## src/rtl/pcd_tx_pkg.sv

```systemverilog
// Shared types for the ISO/IEC 14443A reader transmitter: Miller symbols,
// frame FSM states and the modified-Miller coding rule.
package pcd_tx_pkg;

    typedef enum logic [1:0] {SYM_X, SYM_Y, SYM_Z} symbol_t;

    typedef enum logic [2:0] {IDLE, SOC, DATA, PARITY, EOC0, EOC1} tx_state_t;

    // prev_one is the previous coded bit; SOC counts as a 0.
    function automatic symbol_t miller_symbol(input logic b, input logic prev_one);
        if (b) return SYM_X;
        if (prev_one) return SYM_Y;
        return SYM_Z;
    endfunction

endpackage

```

## src/rtl/pcd_miller_symbol_gen.sv

```systemverilog
// Plays one Miller symbol per BIT_PERIOD cycles onto a registered pause_n.
// load_i in any cycle makes the next cycle t=0 of sym_i; without it the stream stops.
module pcd_miller_symbol_gen
    import pcd_tx_pkg::*;
#(
    parameter int BIT_PERIOD = 128,
    parameter int PAUSE_LEN  = 32
) (
    input  logic    clk,
    input  logic    rst,
    input  logic    load_i,
    input  symbol_t sym_i,
    output logic    sym_last_o,
    output logic    pause_n_o
);

    localparam int CW = $clog2(BIT_PERIOD);
    localparam logic [CW-1:0] CNT_LAST = CW'(BIT_PERIOD - 1);
    localparam logic [CW-1:0] X_START  = CW'(BIT_PERIOD / 2);
    localparam logic [CW-1:0] X_END    = CW'(BIT_PERIOD / 2 + PAUSE_LEN);
    localparam logic [CW-1:0] Z_END    = CW'(PAUSE_LEN);

    if (BIT_PERIOD % 2 != 0 || BIT_PERIOD < 4) begin : g_bit_period_chk
        $error("BIT_PERIOD must be even and at least 4");
    end
    if (PAUSE_LEN < 1 || PAUSE_LEN >= BIT_PERIOD / 2) begin : g_pause_len_chk
        $error("PAUSE_LEN must be in 1..BIT_PERIOD/2-1");
    end

    logic [CW-1:0] cnt_q, cnt_d;
    symbol_t       sym_q, sym_d;
    logic          active_q, active_d;
    logic          pause_n_q, pause_n_d;
    logic          in_pause;

    // pause_n is computed from next-cycle symbol position so the flop lines up with t.
    always_comb begin
        sym_last_o = active_q && (cnt_q == CNT_LAST);
        active_d   = load_i || (active_q && !sym_last_o);
        cnt_d      = '0;
        sym_d      = sym_q;
        if (load_i) begin
            sym_d = sym_i;
        end else if (active_d) begin
            cnt_d = cnt_q + 1'b1;
        end
        case (sym_d)
            SYM_X:   in_pause = (cnt_d >= X_START) && (cnt_d < X_END);
            SYM_Z:   in_pause = (cnt_d < Z_END);
            default: in_pause = 1'b0;
        endcase
        pause_n_d = !(active_d && in_pause);
    end

    always_ff @(posedge clk) begin
        if (rst) begin
            cnt_q     <= '0;
            sym_q     <= SYM_Y;
            active_q  <= 1'b0;
            pause_n_q <= 1'b1;
        end else begin
            cnt_q     <= cnt_d;
            sym_q     <= sym_d;
            active_q  <= active_d;
            pause_n_q <= pause_n_d;
        end
    end

    assign pause_n_o = pause_n_q;

endmodule

```

## src/rtl/pcd_frame_transmitter.sv

```systemverilog
// ISO/IEC 14443A 106 kbit/s reader transmitter: byte stream in, modified-Miller
// pause_n out (SOC, LSB-first data, optional odd parity, EOC).
module pcd_frame_transmitter
    import pcd_tx_pkg::*;
#(
    parameter int BIT_PERIOD = 128,
    parameter int PAUSE_LEN  = 32
) (
    input  logic       clk,
    input  logic       rst,
    input  logic       in_valid,
    output logic       in_ready,
    input  logic [7:0] in_data,
    input  logic [2:0] in_bits,
    input  logic       in_parity,
    input  logic       in_last,
    output logic       pause_n,
    output logic       busy,
    output logic       frame_done,
    output logic       underrun,
    output tx_state_t  dbg_state
);

    tx_state_t  state_q, state_d;
    logic [7:0] data_q, data_d;
    logic [3:0] rem_q, rem_d;
    logic       par_en_q, par_en_d;
    logic       par_bit_q, par_bit_d;
    logic       last_q, last_d;
    logic       prev_q, prev_d;
    logic       done_q, done_d;
    logic       underrun_q, underrun_d;
    logic       load, sym_last, byte_end, take;
    symbol_t    sym;
    logic [3:0] in_nbits;

    assign in_nbits = (in_bits == 3'd0) ? 4'd8 : {1'b0, in_bits};

    pcd_miller_symbol_gen #(
        .BIT_PERIOD(BIT_PERIOD),
        .PAUSE_LEN (PAUSE_LEN)
    ) u_symgen (
        .clk       (clk),
        .rst       (rst),
        .load_i    (load),
        .sym_i     (sym),
        .sym_last_o(sym_last),
        .pause_n_o (pause_n)
    );

    // Handshake: a byte moves when in_valid && in_ready on a rising edge; in_ready
    // never depends on in_valid, and in_valid is ignored while in_ready is low.
    always_comb begin
        state_d    = state_q;
        data_d     = data_q;
        rem_d      = rem_q;
        par_en_d   = par_en_q;
        par_bit_d  = par_bit_q;
        last_d     = last_q;
        prev_d     = prev_q;
        done_d     = 1'b0;
        underrun_d = 1'b0;
        load       = 1'b0;
        sym        = SYM_Y;
        in_ready   = 1'b0;
        byte_end   = ((state_q == DATA) || (state_q == PARITY)) && (rem_q == 4'd0)
                     && !((state_q == DATA) && par_en_q);
        case (state_q)
            IDLE:              in_ready = !done_q;
            SOC, DATA, PARITY: in_ready = sym_last && byte_end && !last_q;
            default:           in_ready = 1'b0;
        endcase
        if (rst) in_ready = 1'b0;
        take = in_valid && in_ready;

        case (state_q)
            IDLE: begin
                if (take) begin
                    state_d   = SOC;
                    data_d    = in_data;
                    rem_d     = in_nbits;
                    par_en_d  = in_parity;
                    par_bit_d = ~^in_data;
                    last_d    = in_last;
                    prev_d    = 1'b0;
                    load      = 1'b1;
                    sym       = SYM_Z;
                end
            end
            SOC, DATA, PARITY: begin
                if (sym_last) begin
                    load = 1'b1;
                    if (rem_q != 4'd0) begin
                        state_d = DATA;
                        sym     = miller_symbol(data_q[0], prev_q);
                        prev_d  = data_q[0];
                        data_d  = {1'b0, data_q[7:1]};
                        rem_d   = rem_q - 4'd1;
                    end else if ((state_q == DATA) && par_en_q) begin
                        state_d = PARITY;
                        sym     = miller_symbol(par_bit_q, prev_q);
                        prev_d  = par_bit_q;
                    end else if (take) begin
                        // Next byte's first bit follows with no gap; coding history carries over.
                        state_d   = DATA;
                        sym       = miller_symbol(in_data[0], prev_q);
                        prev_d    = in_data[0];
                        data_d    = {1'b0, in_data[7:1]};
                        rem_d     = in_nbits - 4'd1;
                        par_en_d  = in_parity;
                        par_bit_d = ~^in_data;
                        last_d    = in_last;
                    end else begin
                        state_d    = EOC0;
                        sym        = miller_symbol(1'b0, prev_q);
                        prev_d     = 1'b0;
                        underrun_d = !last_q;
                    end
                end
            end
            EOC0: begin
                if (sym_last) begin
                    state_d = EOC1;
                    load    = 1'b1;
                    sym     = SYM_Y;
                end
            end
            EOC1: begin
                if (sym_last) begin
                    state_d = IDLE;
                    done_d  = 1'b1;
                end
            end
            default: state_d = IDLE;
        endcase
    end

    always_ff @(posedge clk) begin
        if (rst) begin
            state_q    <= IDLE;
            data_q     <= '0;
            rem_q      <= '0;
            par_en_q   <= 1'b0;
            par_bit_q  <= 1'b0;
            last_q     <= 1'b0;
            prev_q     <= 1'b0;
            done_q     <= 1'b0;
            underrun_q <= 1'b0;
        end else begin
            state_q    <= state_d;
            data_q     <= data_d;
            rem_q      <= rem_d;
            par_en_q   <= par_en_d;
            par_bit_q  <= par_bit_d;
            last_q     <= last_d;
            prev_q     <= prev_d;
            done_q     <= done_d;
            underrun_q <= underrun_d;
        end
    end

    assign busy       = (state_q != IDLE);
    assign frame_done = done_q;
    assign underrun   = underrun_q;
    assign dbg_state  = state_q;

endmodule
```

## config.mk

```make
export PLATFORM = sky130hd
export DESIGN_NAME = pcd_frame_transmitter
export DESIGN_NICKNAME = d
export VERILOG_FILES = /design/src/rtl/pcd_tx_pkg.sv /design/src/rtl/pcd_miller_symbol_gen.sv /design/src/rtl/pcd_frame_transmitter.sv
export SDC_FILE = /design/constraint.sdc
export NUM_CORES = 1
export LEC_CHECK = 0
export CAP_MARGIN = 20
export CORE_UTILIZATION = 44
export CTS_BUF_LIST = sky130_fd_sc_hd__clkbuf_2
export DETAILED_ROUTE_END_ITERATION = 8
export PLACE_DENSITY = 0.66
export SETUP_SLACK_MARGIN = 0.02
export SLEW_MARGIN = 20
export SYNTH_ARGS = -nofsm -noshare
export SYNTH_HDL_FRONTEND = slang
export SYNTH_SLANG_ARGS = --single-unit
```

## constraint.sdc

```tcl
create_clock -name clk -period 2.7 [get_ports clk]
set_input_delay 0.81 -clock clk [delete_from_list [all_inputs] [get_ports clk]]
set_output_delay 0.81 -clock clk [all_outputs]
set_load 0.02 [all_outputs]
```

== Yosys cells after proc, flatten, opt, wreduce, memory -nomap -nowiden ==
Index checks and enable logic that the tools add are counted.
Widths: inputs -> output; s select.
Cells by class
  $lt $le $gt $ge: 3
  bitwise gates (word level): 3
  eq/ne operators: 15
  muxes and demuxes: 107
  add/sub/neg operators: 3
  reductions and logical operators: 33
Operators with widths (number)
  $mux 1: 56
  $mux 2: 20
  $mux 8: 5
  $mux 4: 6
  $mux 3: 7
  $pmux 8 s2: 1
  $mux 7: 2
  $pmux 1 s2: 7
  $ne 2x2->1 const B: 6
  $pmux 3 s4: 1
  $logic_and 1x1->1: 10
  $pmux 4 s2: 1
  $reduce_and 4->1: 2
  $reduce_xnor 8->1: 1
  $sub 4x1->4 const B: 2
  $add 7x1->7 const B: 1
  $eq 7x7->1 const B: 1
  $ge 7x7->1 const B: 1
  $lt 7x6->1 const B: 1
  $lt 7x7->1 const B: 1
  $eq 3x2->1 const B: 2
  $eq 3x3->1 const B: 2
  $logic_not 3->1: 2
  $ne 3x3->1 const B: 2
  other kinds (17): 24
Word-level totals
  logic and storage cells: 177
  flip-flop bits (word level): 32

== Longest topological paths before layout ==
Gate-level depths: netlist (run 1).
  word-level depth: 32
  depth in mapped cells: 8

== Cells and area by module ==
Synthesis (run 1) repeated with hierarchy kept, for this count alone.
Unflattened totals
  cell total of the unflattened synthesis: 213
  area total of the unflattened synthesis: 1814.2 µm²
Modules (own cells, without submodules)
  pcd_frame_transmitter: instances 1, cells an instance 157, area each 1297.5 µm², seq. area each 420.4 µm²
  pcd_miller_symbol_gen: instances 1, cells an instance 56, area each 516.7 µm², seq. area each 220.2 µm²

== Least setup slack after synthesis (run 1) ==
OpenSTA, ideal clock, no wires.
  path type: input-to-output
  start point: in rst
  end point: out in_ready
  path buffers: 2
  cell stages on the path: 3
  slack: 0.213 ns
  data arrival time: 1.677 ns
  data required time: 1.890 ns
  cell sequence: clkbuf_1 > clkbuf_1 > nor3_1
Between the ends
  longest elaborated chain between the ends: 1
Ends and longest elaborated chain
  from (decl): RTL line pcd_frame_transmitter.sv:10  | input logic rst,
  $mux 1: RTL line pcd_frame_transmitter.sv:73  | if (rst) in_ready = 1'b0;
  to (decl): RTL line pcd_frame_transmitter.sv:12  | output logic in_ready,
Every way passes these cells.

== Final worst setup path (run 1) ==
  start point: reg state_q[1], in the netlist dbg_state[1]
  end point: out busy
Between the ends
  longest elaborated chain between the ends: 1
Ends and longest elaborated chain
  from (decl): RTL line pcd_frame_transmitter.sv:24  | tx_state_t state_q, state_d;
  from (signal assigned): RTL line pcd_frame_transmitter.sv:150  | state_q <= state_d;
  $reduce_bool 3->1: RTL line pcd_frame_transmitter.sv:162  | assign busy = (state_q != IDLE);
  to (decl): RTL line pcd_frame_transmitter.sv:18  | output logic busy,
Every way passes these cells.

==> impl_metrics.tcl, run 1 <==
set metrics [dict create \
    report.final.slew_viol_count 0 \
    syn-cell-area_mm2 0.00186 \
    cts_htree_levels 2 \
    io_pins 24 \
    start_kind "flip-flop" \
    vias 1767 \
    min_path_cells 2 \
    wl_um 4480 \
    die_w_um 67.0 \
    syn_nets 243 \
    dieArea_mm2 0.00449 \
    crit-reg2reg-launch "u_symgen.cnt_q[1]" \
    clock_sinks 32 \
    grt_usage_pct 22.2 \
    max-cap-violations 0 \
    via_per_inst 5.66 \
    num_antenna_cells 0 \
    ys.flop_type "dfxtp_1" \
    maxSlewHeadroom_pct 65.1 \
    p_sw_share_pct 29.0 \
    min_period_ps 2520 \
    worstHoldStart "data_q[1]" \
    r2r-end "rem_q[0]" \
    gr-total-overflow 0 \
    die_height_um 67.0 \
    dp_slack_ps -151 \
    ys_seq_area_share_pct 34.5 \
    drt-initial-drc-count 108 \
    final_cell_mix "32 x dfxtp_1, 22 x clkdlybuf4s50_1, 20 x nand2_1" \
    antenna_found_initial 0 \
    worst_hold_path.endpoint "data_q[1]" \
    async_flop_share_pct 0 \
    worst_slew_pin_slew_ps 522 \
    path_clk_slew_ps 160 \
    synth_edf_count 0 \
    drc 0 \
    hpwl_um 3260 \
    combPwrFrac_pct 22.9 \
    start_util_pct 46.1 \
    seqPwrFrac_pct 47.6 \
    power_mw 1.07 \
    setup_viol 0 \
    cpPeakStageDelay_ps 590 \
    cts_tree "yes" \
    worst-path-max-fanout 10 \
    yosysWarnings 0 \
    clockBufferDepth 2 \
    cts_buffers 5 \
    reg2reg_slack_ps 570 \
    pwr-share-clk_pct 29.6 \
    cp_num_buf_inv 2 \
    grt_pass1_wl_um 7410 \
    cp.arrival_ps 1710 \
    synthCells 225 \
    rsz0062_at_grt "no" \
    finalHoldViolCount 0 \
    vdd_drop_max_v 0.000240 \
    worstSetupEndpointType "primary output" \
    period_share_pct 93.4 \
    p_leak_nw 0.854 \
    max_freq_mhz 396 \
    core-area_mm2 0.00403 \
    wl_per_cell_um 14.3 \
    final_common_cell "dfxtp_1" \
    final.setup.worst_slack_ps 177 \
    synth_area_per_cell_um2 8.26 \
    slowest_stage "clkdlybuf4s50_1" \
    status "complete, no violations" \
    nFillCells 398 \
    drt-pass1-iter-count 4 \
    hold_buffers 0 \
    worst-setup-path-type "reg2out" \
    antenna_left 0 \
    netSwitchingPower_uw 311 \
    grt_pass1_vias 1650 \
    drive_above_1_share_pct 14.5 \
    internal-power_uw 761 \
    std_cell_rows 23 \
    portBuffers 23 \
    power_density_mw_per_mm2 468 \
    synth-seq-cells 32 \
    crit_family "buffers and inverters" \
    final_nets 279 \
    root_buffer "clkbuf_2" \
    rr_worst_depth 9 \
    clock_latency_ps 370 \
    gp_congestion 0.777 \
    clock_skew_ps 16.8 \
    syn_to_final_growth_pct 23.3 \
    synth.distinct_cells 53 \
    grt_max_degree 27 \
    path_cells "buf_4, nor2_2, nand2_1, clkdlybuf4s50_1" \
    hold_path_class "reg2reg" \
    cp_data_required_time_ps 1890 \
]
## registers in the layout (all words and copies together) (netlist names), 2 cells and up
register        cells
data_q              8
dbg_state           3
rem_q               4
u_symgen.cnt_q      7
u_symgen.sym_q      2
## synthesized netlist by cell type, types with 3 or more instances
cell       count  area, µm²
a21oi_1       19       95.1
a31oi_1        5       31.3
and3_1         6       37.5
buf_2          5       25.0
clkbuf_1       5       18.8
dfxtp_1       32        641
inv_1          4       15.0
mux2i_1       12        120
nand2_1       20       75.1
nand2b_1       3       18.8
nand3_1       11       55.1
nor2_1        18       67.6
nor3_1         9       45.0
o2111ai_1      8       70.1
o21ai_0       13       65.1
xnor2_1       10       87.6
## power groups by stage
stage                     combinational (mW)  sequential [mW]  clock (mW)
final                                  0.245            0.510       0.317
after floorplan                        0.168            0.517           0
after global placement                 0.242            0.519           0
after CTS                              0.245            0.510       0.324
after global routing                   0.271            0.513       0.348
after detailed placement               0.245            0.520           0
## worst max path at each step
stage | end | startpoint | slack, ps | cells past startpoint
final | busy | dbg_state[1] | 180 | 4
after global placement | in_ready | rst | -150 | 3
after floorplan | in_ready | rst | 210 | 3
after detailed placement | in_ready | rst | -150 | 3
after CTS | in_ready | u_symgen.cnt_q[1] | 30 | 6
after global routing | in_ready | u_symgen.cnt_q[1] | 20 | 6
## metrics by stage
step	hold slack, ps	TNS, ps	instance area, µm²	cells	util (%)
final	486	0	2290	312	56.9
after global routing	505	0	2290	312	56.9
after CTS	487	0	2290	312	56.8
after detailed placement	467	-289	2220	304	55.2
after global placement	462	-195	2220	304	55.2
after floorplan	420	0	1860	225	-
## kinds of logic after synthesis
family / Yosys count / synth area share, %
AND/OR/NAND/NOR: 84 / 23.9
AO/OA/AOI/OAI: 67 / 24.0
flip-flops: 32 / 34.5
buffers and inverters: 16 / 4.17
XOR/XNOR: 12 / 5.65
multiplexers: 12 / 6.46
adder cells (fa/ha/maj): 2 / 1.35
## worst reg2reg max path, delay by kind of cell, from the launching register on
kind / cells / cell delay (ps)
AO/OA/AOI/OAI: 2 / 310
adder cells (fa/ha/maj): 1 / 170
buffers and inverters: 2 / 340
flip-flops: 1 / 380
AND/OR/NAND/NOR: 4 / 850
## layer usage
metal	part of all wire [%]	GRT usage [%]
met5	0	0
met3	3.9	5.65
met4	0.87	6.38
met2	50	39.0
met1	45	26.2
## area by class of cell
type	count	area [µm²]	share of cell area (%)
tap	50	62.6	2.73
timing repair buffer	41	360	15.7
clock buffer	5	25.0	1.09
multi-input combinational	177	1150	50.2
clock inverter	3	37.5	1.64
inverter	4	15.0	0.655
sequential	32	641	27.9
## repair_timing
action | CTS | global route
cloned | 0 | 0
resized for setup | 3 | 4
setup buffers | 0 | 0
endpoints found under the setup margin | 1 | 2
(Power assumes the default switching activity.)
==> run 2: changes to the inputs <==
Settings changed: CTS_CLUSTER_SIZE set to 8.
==> results of run 2 <==
Final layout, timing and power as in run 1 (identical DEF).
